File: config.mk
export PLATFORM = sky130hd
export DESIGN_NAME = mux_rr_arbiter
export DESIGN_NICKNAME = d
export VERILOG_FILES = /design/src/rtl/mux_arb_pkg.sv /design/src/rtl/rr_pick.sv /design/src/rtl/mux_rr_arbiter.sv
export SDC_FILE = /design/constraint.sdc
export NUM_CORES = 1
export LEC_CHECK = 0
export CORE_MARGIN = 3
export CORE_UTILIZATION = 41
export CTS_BUF_LIST = sky130_fd_sc_hd__clkbuf_8
export CTS_CLUSTER_SIZE = 24
export DETAILED_ROUTE_END_ITERATION = 6
export PLACE_DENSITY = 0.81
export SYNTH_ARGS = -nofsm -noshare
export SYNTH_HDL_FRONTEND = slang
export SYNTH_SLANG_ARGS = --single-unit
File: constraint.sdc
create_clock -name clk -period 2.8 [get_ports clk]
set_input_delay 0.28 -clock clk [delete_from_list [all_inputs] [get_ports clk]]
set_output_delay 0.28 -clock clk [all_outputs]
set_load 0.05 [all_outputs]
File: src/rtl/mux_arb_pkg.sv
// Shared types and default sizing for the round-robin mux arbiter slice.
package mux_arb_pkg;

    typedef enum logic {
        IDLE = 1'b0,
        BUSY = 1'b1
    } arb_state_e;

    localparam int NUM_REQ_DEF = 4;
    localparam int DATA_W_DEF  = 8;

endpackage

File: src/rtl/rr_pick.sv
// Combinational round-robin picker: first set bit of eligible at or after ptr, wrapping.
module rr_pick
    import mux_arb_pkg::*;
#(
    parameter int N     = NUM_REQ_DEF,
    parameter int SEL_W = $clog2(N)
) (
    input  logic [N-1:0]     eligible,
    input  logic [SEL_W-1:0] ptr,
    output logic             found,
    output logic [SEL_W-1:0] winner
);

    localparam logic [SEL_W:0] N_EXT = (SEL_W + 1)'(N);

    logic [N-1:0]     rot_s;
    logic [SEL_W-1:0] off_s;
    logic [SEL_W:0]   sum_s;

    // Rotate so ptr lands at bit 0, priority-encode, then map the offset back to an index
    always_comb begin
        rot_s  = N'({eligible, eligible} >> ptr);
        found  = |eligible;
        off_s  = {SEL_W{1'b0}};
        for (int k = N - 1; k >= 0; k--) begin
            off_s = rot_s[k] ? SEL_W'(k) : off_s;
        end
        sum_s = {1'b0, ptr} + {1'b0, off_s};
        if (sum_s >= N_EXT) begin
            winner = SEL_W'(sum_s - N_EXT);
        end else begin
            winner = sum_s[SEL_W-1:0];
        end
    end

endmodule

File: src/rtl/mux_rr_arbiter.sv
// Round-robin arbiter feeding a registered mux output stage.
// Optional burst lock is enabled by defining MUX_ARB_LOCK_EN.
module mux_rr_arbiter
    import mux_arb_pkg::*;
#(
    parameter int NUM_REQ = NUM_REQ_DEF,
    parameter int DATA_W  = DATA_W_DEF,
    parameter int SEL_W   = $clog2(NUM_REQ)
) (
    input  logic                      clk,
    input  logic                      rst_n,
    input  logic [NUM_REQ-1:0]        req_valid,
    input  logic [NUM_REQ*DATA_W-1:0] req_data,
    output logic [NUM_REQ-1:0]        req_ready,
`ifdef MUX_ARB_LOCK_EN
    input  logic [NUM_REQ-1:0]        req_lock,
`endif
    output logic                      out_valid,
    output logic [DATA_W-1:0]         out_data,
    output logic [SEL_W-1:0]          out_sel,
    input  logic                      out_ready
);

    localparam logic [SEL_W-1:0] LAST_IDX = SEL_W'(NUM_REQ - 1);

    arb_state_e       state_r;
    logic [SEL_W-1:0] rr_ptr_r;
    logic [NUM_REQ-1:0] eligible_s;
    logic             found_s;
    logic [SEL_W-1:0] winner_s;
    logic             can_accept_s;
    logic             grant_s;
    logic [SEL_W-1:0] next_ptr_s;

`ifdef MUX_ARB_LOCK_EN
    logic             lock_flag_r;
    logic [SEL_W-1:0] lock_idx_r;

    // While a burst is locked only the lock owner may compete
    always_comb begin
        if (lock_flag_r) begin
            eligible_s = req_valid & ({{(NUM_REQ-1){1'b0}}, 1'b1} << lock_idx_r);
        end else begin
            eligible_s = req_valid;
        end
    end
`else
    // Pure round-robin: every valid requester competes
    always_comb begin
        eligible_s = req_valid;
    end
`endif

    rr_pick #(
        .N     (NUM_REQ),
        .SEL_W (SEL_W)
    ) u_rr_pick (
        .eligible (eligible_s),
        .ptr      (rr_ptr_r),
        .found    (found_s),
        .winner   (winner_s)
    );

    // Grant decision; rst_n gates ready so nothing is offered while reset is held
    always_comb begin
        can_accept_s = (state_r == IDLE) || out_ready;
        grant_s      = rst_n && can_accept_s && found_s;
        req_ready    = {NUM_REQ{1'b0}};
        if (grant_s) begin
            req_ready[winner_s] = 1'b1;
        end else begin
            req_ready = {NUM_REQ{1'b0}};
        end
        if (winner_s == LAST_IDX) begin
            next_ptr_s = {SEL_W{1'b0}};
        end else begin
            next_ptr_s = winner_s + SEL_W'(1);
        end
    end

    // Output register, FSM and round-robin pointer; a grant overrides a drain in the same edge
    always_ff @(posedge clk or negedge rst_n) begin
        if (!rst_n) begin
            state_r   <= IDLE;
            out_valid <= 1'b0;
            out_data  <= {DATA_W{1'b0}};
            out_sel   <= {SEL_W{1'b0}};
            rr_ptr_r  <= {SEL_W{1'b0}};
        end else if (grant_s) begin
            state_r   <= BUSY;
            out_valid <= 1'b1;
            out_data  <= req_data[winner_s*DATA_W +: DATA_W];
            out_sel   <= winner_s;
            rr_ptr_r  <= next_ptr_s;
        end else begin
            case (state_r)
                IDLE: begin
                    out_valid <= 1'b0;
                end
                BUSY: begin
                    if (out_ready) begin
                        state_r   <= IDLE;
                        out_valid <= 1'b0;
                    end
                end
                default: begin
                    state_r   <= IDLE;
                    out_valid <= 1'b0;
                end
            endcase
        end
    end

`ifdef MUX_ARB_LOCK_EN
    // Lock tracks the req_lock of the last accepted transfer; release resumes after lock_idx
    always_ff @(posedge clk or negedge rst_n) begin
        if (!rst_n) begin
            lock_flag_r <= 1'b0;
            lock_idx_r  <= {SEL_W{1'b0}};
        end else if (grant_s) begin
            lock_flag_r <= req_lock[winner_s];
            lock_idx_r  <= winner_s;
        end
    end
`endif

endmodule
# Word level (Yosys, flattened, before mapping)
# Cells that the tools add are included.
# totals
regBits	14
in_bits	39
output_inout_bits	15
wordCells	36
# op_classes
n_addsub	3
magnitude_cmp	3
n_eq_ne	2
shifts	2
mux	15
bitwise_logic	1
n_reduce_logical	5
# ops
op	n
32-bit by 6-bit variable part select with 8-bit output	1
2-bit 2-to-1 mux	6
8-bit by 2-bit right shift with 4-bit output	1
1-bit 2-to-1 mux	6
4-bit 2-to-1 mux	1
4-bit OR reduction	1
2-bit by 2-bit adder with 3-bit output	1
3-bit >= comparator (second input constant)	1
1-bit logical AND	3
2-bit by 3-bit less-than comparator with 1-bit output (second input constant)	1
3-bit by 2-bit != test with 1-bit output (second input constant)	1
2-bit by 1-bit adder with 2-bit output (second input constant)	1
1-bit demux with 2-bit select	1
2-bit equality test (second input constant)	1
2-bit by 1-bit >= comparator with 1-bit output (second input constant)	1
1-bit one-hot mux with 2 select lines	1
2-bit by 1-bit subtractor with 2-bit output (second input constant)	1
1-bit logical OR	1
1-bit NOT	1

# Longest topological paths before layout
# depth
word_depth	13
mapped_depth	14
mapped_depth_nobuf	13

# By module
# Synthesis repeated with hierarchy kept, for this count alone.
# unflattened
hier_cells	75
area_unflattened_um2	1011.0
# by_module_without_submodules
mod	n_inst	cells_per_inst	area_per_inst_um2	seq_area_each_um2
mux_rr_arbiter	1	53	849.6	350.3
rr_pick	1	22	161.4	0.0

# Worst setup path before layout
# Ideal clock, no wire load.
# synth_path
path_kind	register -> output
from	register rr_ptr_r[1]
to	output port req_ready[0]
arrival_time_ns	2.967
required_time_ns	2.520
path_slack_ns	-0.447
path_stages_with_launch	12
n_path_buf	1
cell_sequence	dfrtp_1 -> buf_2 -> o21ai_0 -> a21oi_1 -> nor3_1 -> a21oi_1 -> ha_1 -> xnor2_1 -> nor3_4 -> nor2_1 -> inv_2 -> nor3_1
# synth_via
elab_chain_cells	13
elab_cells_between_ends	15
cone_classes	2 x add/sub; 3 x order compare; 1 x shift; 8 x mux; 1 x reduce/logical
# synth_rtl
element	line_no	source
start: declaration	mux_rr_arbiter.sv:27	logic [SEL_W-1:0] rr_ptr_r;
start signal: assignment	mux_rr_arbiter.sv:88	rr_ptr_r <= {SEL_W{1'b0}};
start signal: assignment	mux_rr_arbiter.sv:94	rr_ptr_r <= next_ptr_s;
8-bit by 2-bit right shift with 4-bit output	rr_pick.sv:22	rot_s = N'({eligible, eligible} >> ptr);
2-bit 2-to-1 mux (4 in a row)	rr_pick.sv:26	off_s = rot_s[k] ? SEL_W'(k) : off_s;
2-bit by 2-bit adder with 3-bit output *	rr_pick.sv:28	sum_s = {1'b0, ptr} + {1'b0, off_s};
3-bit >= comparator or 2-bit by 1-bit subtractor with 2-bit output (tied branches)	rr_pick.sv:29, rr_pick.sv:30	
2-bit 2-to-1 mux *	rr_pick.sv:29	if (sum_s >= N_EXT) begin
2-bit by 3-bit less-than comparator with 1-bit output (implied by the code) or 2-bit by 1-bit >= comparator with 1-bit output (tied branches)	mux_rr_arbiter.sv:70	req_ready[winner_s] = 1'b1;
1-bit logical AND (implied by the code)	mux_rr_arbiter.sv:70	
1-bit 2-to-1 mux (implied by the code)	mux_rr_arbiter.sv:70	
1-bit demux with 2-bit select *	mux_rr_arbiter.sv:70	
4-bit 2-to-1 mux *	mux_rr_arbiter.sv:69	if (grant_s) begin
end: declaration	mux_rr_arbiter.sv:14	output logic [NUM_REQ-1:0] req_ready,
# Mark *: on every way between the ends. The rest lies on a longest branch, timed or not.

# Worst setup path after layout
# layout_path
from	register rr_ptr_r[1]
to	output port req_ready[3]
# Same word-level chain as after synthesis.

==> metrics.md <==
| Metric | Value |
|---|---|
| Normalized max-slew margin | 65.63% |
| Final non-filler cell total | 226 |
| Vias per cell | 5.677 |
| Post-Syn Nets | 167 |
| Mapped Area | 0.001087 sq mm |
| CP max FO | 4 |
| Total CTS buffers | 3 |
| Tot Pwr | approximately 2.3 mW |
| Tmin final | 2719 ps |
| Status | finished clean |
| Achievable Freq | 0.3678 GHz |
| Fillers | around 190 |
| Std-Cell Rows | 18 |
| Final setup vio count | 0 |
| Max stage delay on crit path | 390 ps |
| Layout area overhead | 76.06% |
| Fin crit share | 97.10% |
| Detailed Place HPWL | ~2500 um |
| Die Area | 0.003306 sq mm |
| Fin Hold WS | 384.1 ps |
| CTS tree | done |
| DIE HEIGHT | 57.50 um |
| Setup Crit Path Kind | reg2out |
| Final Worst Setup Slack | 81.32 ps |
| Buf/Inv on CP | 4 |
| Synthesized flop and latch total | 14 |
| Critical Path Start Type | flop |
| Worst-Margin Slew | just over 500 ps |
| DIE WIDTH | between 50 and 60 um |
| Main synth FF type | dfrtp_1 |
| Largest net degree at the start of global routing | 17 |
| I/O Buffers | 53 |
| Stages on the worst setup path | 12 |
| Worst Reg-to-Reg Cells | 9 |
| Max Slew Vio Count | 0 |
| Clock root buffer | clkbuf_8 |
| Worst-case clock skew | 2.189 ps |
| First-pass DRT Iterations | 4 |
| Vias in the first global route | approximately 1200 |
| Critical Path Slowest Stage Cell | dfrtp_1 |
| Register cell area after layout | ~350 sq um |
| CP cell instances | inv_1, o32a_1, a21oi_2, ha_4, xnor2_2, buf_4, nor3_4, nor2_2, inv_2, ha_1, and2_4, buf_12 |
| Seq/Total Area, Yosys | 32.22% |
| Global-route usage over all layers | 21.16% |
| Layout cell share with drive strength beyond 1 | 24.49% |
| Leak | 0.7960 nW |
| Placed cell area | 0.001794 sq mm |
| Fin area | 0.001914 sq mm |
| Clk slew on worst S/H paths | 60 ps |
| Clock tree buffer depth | 2 |
| Vias post-DR | 1283 |
| First-pass GRT wire length | 5423 um |
| Critical Path End Type | primary output |
| Syn. warnings | 0 |
| Drt drc | 0 |
| Post-synth ARST share | 100.0% |
| Multi-input gate area | 733.2 sq um |
| Net count reported at finish | roughly 240 |
| Crit path required time | 2520 ps |
| Final wirelength | between 3000 and 4000 um |
| Syn Inst Count | 126 |
| Cells after DPL | 219 |
| Critical path arrival | 2440 ps |
| Starting Density | between 40 and 50% |
| Clk sinks | 14 |
| Peak supply drop | 0.0008758 V |
| Worst min-delay path class | in2async |
| Fin. Hold Viols | 0 |
| Post-synth EDFFs | 0 |
| Max-cap violations | 0 |
| ANT nets after route | 0 |
| Initial DRC Count | 34 |
| P per Cell Area | 1184 mW/mm^2 |
| Core Region | 0.002500 sq mm |
| CP top delay family | compound AO/OA/AOI/OAI gates |
| Diodes inserted | 0 |
| # H-tree levels | 1 |
| Routability Congestion | 0.8379 |
| Syn avg cell area | 8.629 sq um |
| Initial antenna violation count | 0 |
| DR WL/cell | approximately 15 um |
| I/O pins | 54 |
| GR Overflow Total | 0 |
| Unique masters post-synth | 36 |
| Worst-Skew Late Latency | 250 ps |
| Pre-CTS setup slack | -204.6 ps |
-- synth_stat cells, types with 2 or more instances --
master,instances,share of area [%]
a2111oi_0,8,6.4
a21oi_1,3,1.4
a221oi_1,8,6.4
buf_2,5,2.3
clkbuf_1,2,0.69
dfrtp_1,14,32
ha_1,2,2.3
inv_1,2,0.69
nand2_1,21,7.3
nand2b_1,2,1.2
nor2_1,6,2.1
nor2b_1,17,9.8
nor3_1,3,1.4
nor3b_1,3,2.1
o31ai_1,9,6.2
-- path summary, 6_finish.rpt --
path                           endpoint  slack [ps]        start
max                        req_ready[3]          80  rr_ptr_r[1]
min                             state_r         380        rst_n
max reg2reg                 out_data[4]         410  rr_ptr_r[1]
min reg2reg                  out_sel[0]         480   out_sel[0]
max in group asynchronous   out_data[0]        2240        rst_n
min in group clk             out_sel[0]         480   out_sel[0]
-- stage by stage --
stage	utilization, %	setup TNS, ps
after CTS	74.62	0
after floorplan	-	-34.08
final	76.58	0
after global placement	71.77	-72.82
after detailed placement	71.77	-511.6
after global routing	76.58	-25.58
-- worst register-to-register path, cell delays in order, from the launching register on --
cell	delay, ps
dfrtp_1	390
inv_1	70
o32a_1	350
a21oi_2	170
ha_4	180
xor2_2	180
buf_4	130
nand3_1	260
a221oi_1	410
o31ai_1	120
-- cell families (layout without fill, tap and decap cells) --
kind of cell               Yosys count  in the layout  synth area share, %
and+or+nand+nor                     58             58                28.54
AOI/OAI and AO/OA                   38             38                28.88
xor gates and xnor gates             2              2                1.611
adders and majority gates            2              2                2.301
muxes                                1              1                1.380
buffers and inverters               11             81                5.063
DFF                                 14             14                32.22
-- report_power, final --
group / switching, mW / internal [mW]
clock: 0.0782 / 0.125
sequential: 0.0670 / 0.290
combinational: 0.964 / 0.742
-- cell type report --
class                   instances  area share, %
clock buffers                   4          2.876
inverters                       3         0.5882
multi-input cells             101          38.30
flip-flops and latches         14          18.30
well taps                      30          1.961
repair buffers                 74          37.97
-- what timing repair did --
action | in CTS | in global routing
buffers inserted | 2 | 1
resized for setup | 5 | 8
endpoints found under the setup margin | 4 | 3
pin swaps | 1 | 2
gates cloned | 0 | 0
hold buffers | 0 | 0
-- sequential cells by signal (all words and copies together), names as in the netlist --
| register | cells |
|---|---|
| out_data | 8 |
| out_sel | 2 |
| rr_ptr_r | 2 |
| out_valid | 1 |
| state_r | 1 |
-- per-layer routing --
metal | part of all wire (%) | global-route usage, % | vias up
met3 | 5.7 | 4.525 | 6
met1 | 41 | 25.49 | 625
met4 | 1.4 | 8.609 | 0
met2 | 52 | 36.29 | 44
li1 | - | - | 608
met5 | 0 | 0 | -
-- layout by cell type, fill, tap and decap left out, types with 2 or more instances in the layout --
| cell type | count |
|---|---|
| o31ai_1 | 9 |
| nand2b_1 | 2 |
| clkdlybuf4s50_1 | 45 |
| buf_12 | 4 |
| nor3b_1 | 3 |
| a21oi_1 | 2 |
| dlygate4sd2_1 | 3 |
| dfrtp_1 | 14 |
| nor2_1 | 3 |
| nor3_2 | 3 |
| inv_1 | 2 |
| nor2_2 | 3 |
| nand2_1 | 21 |
| nor2b_1 | 17 |
| a21oi_2 | 2 |
| buf_4 | 21 |
| clkbuf_8 | 4 |
| a221oi_1 | 8 |
| a2111oi_0 | 8 |
(Power assumes the default switching activity.)
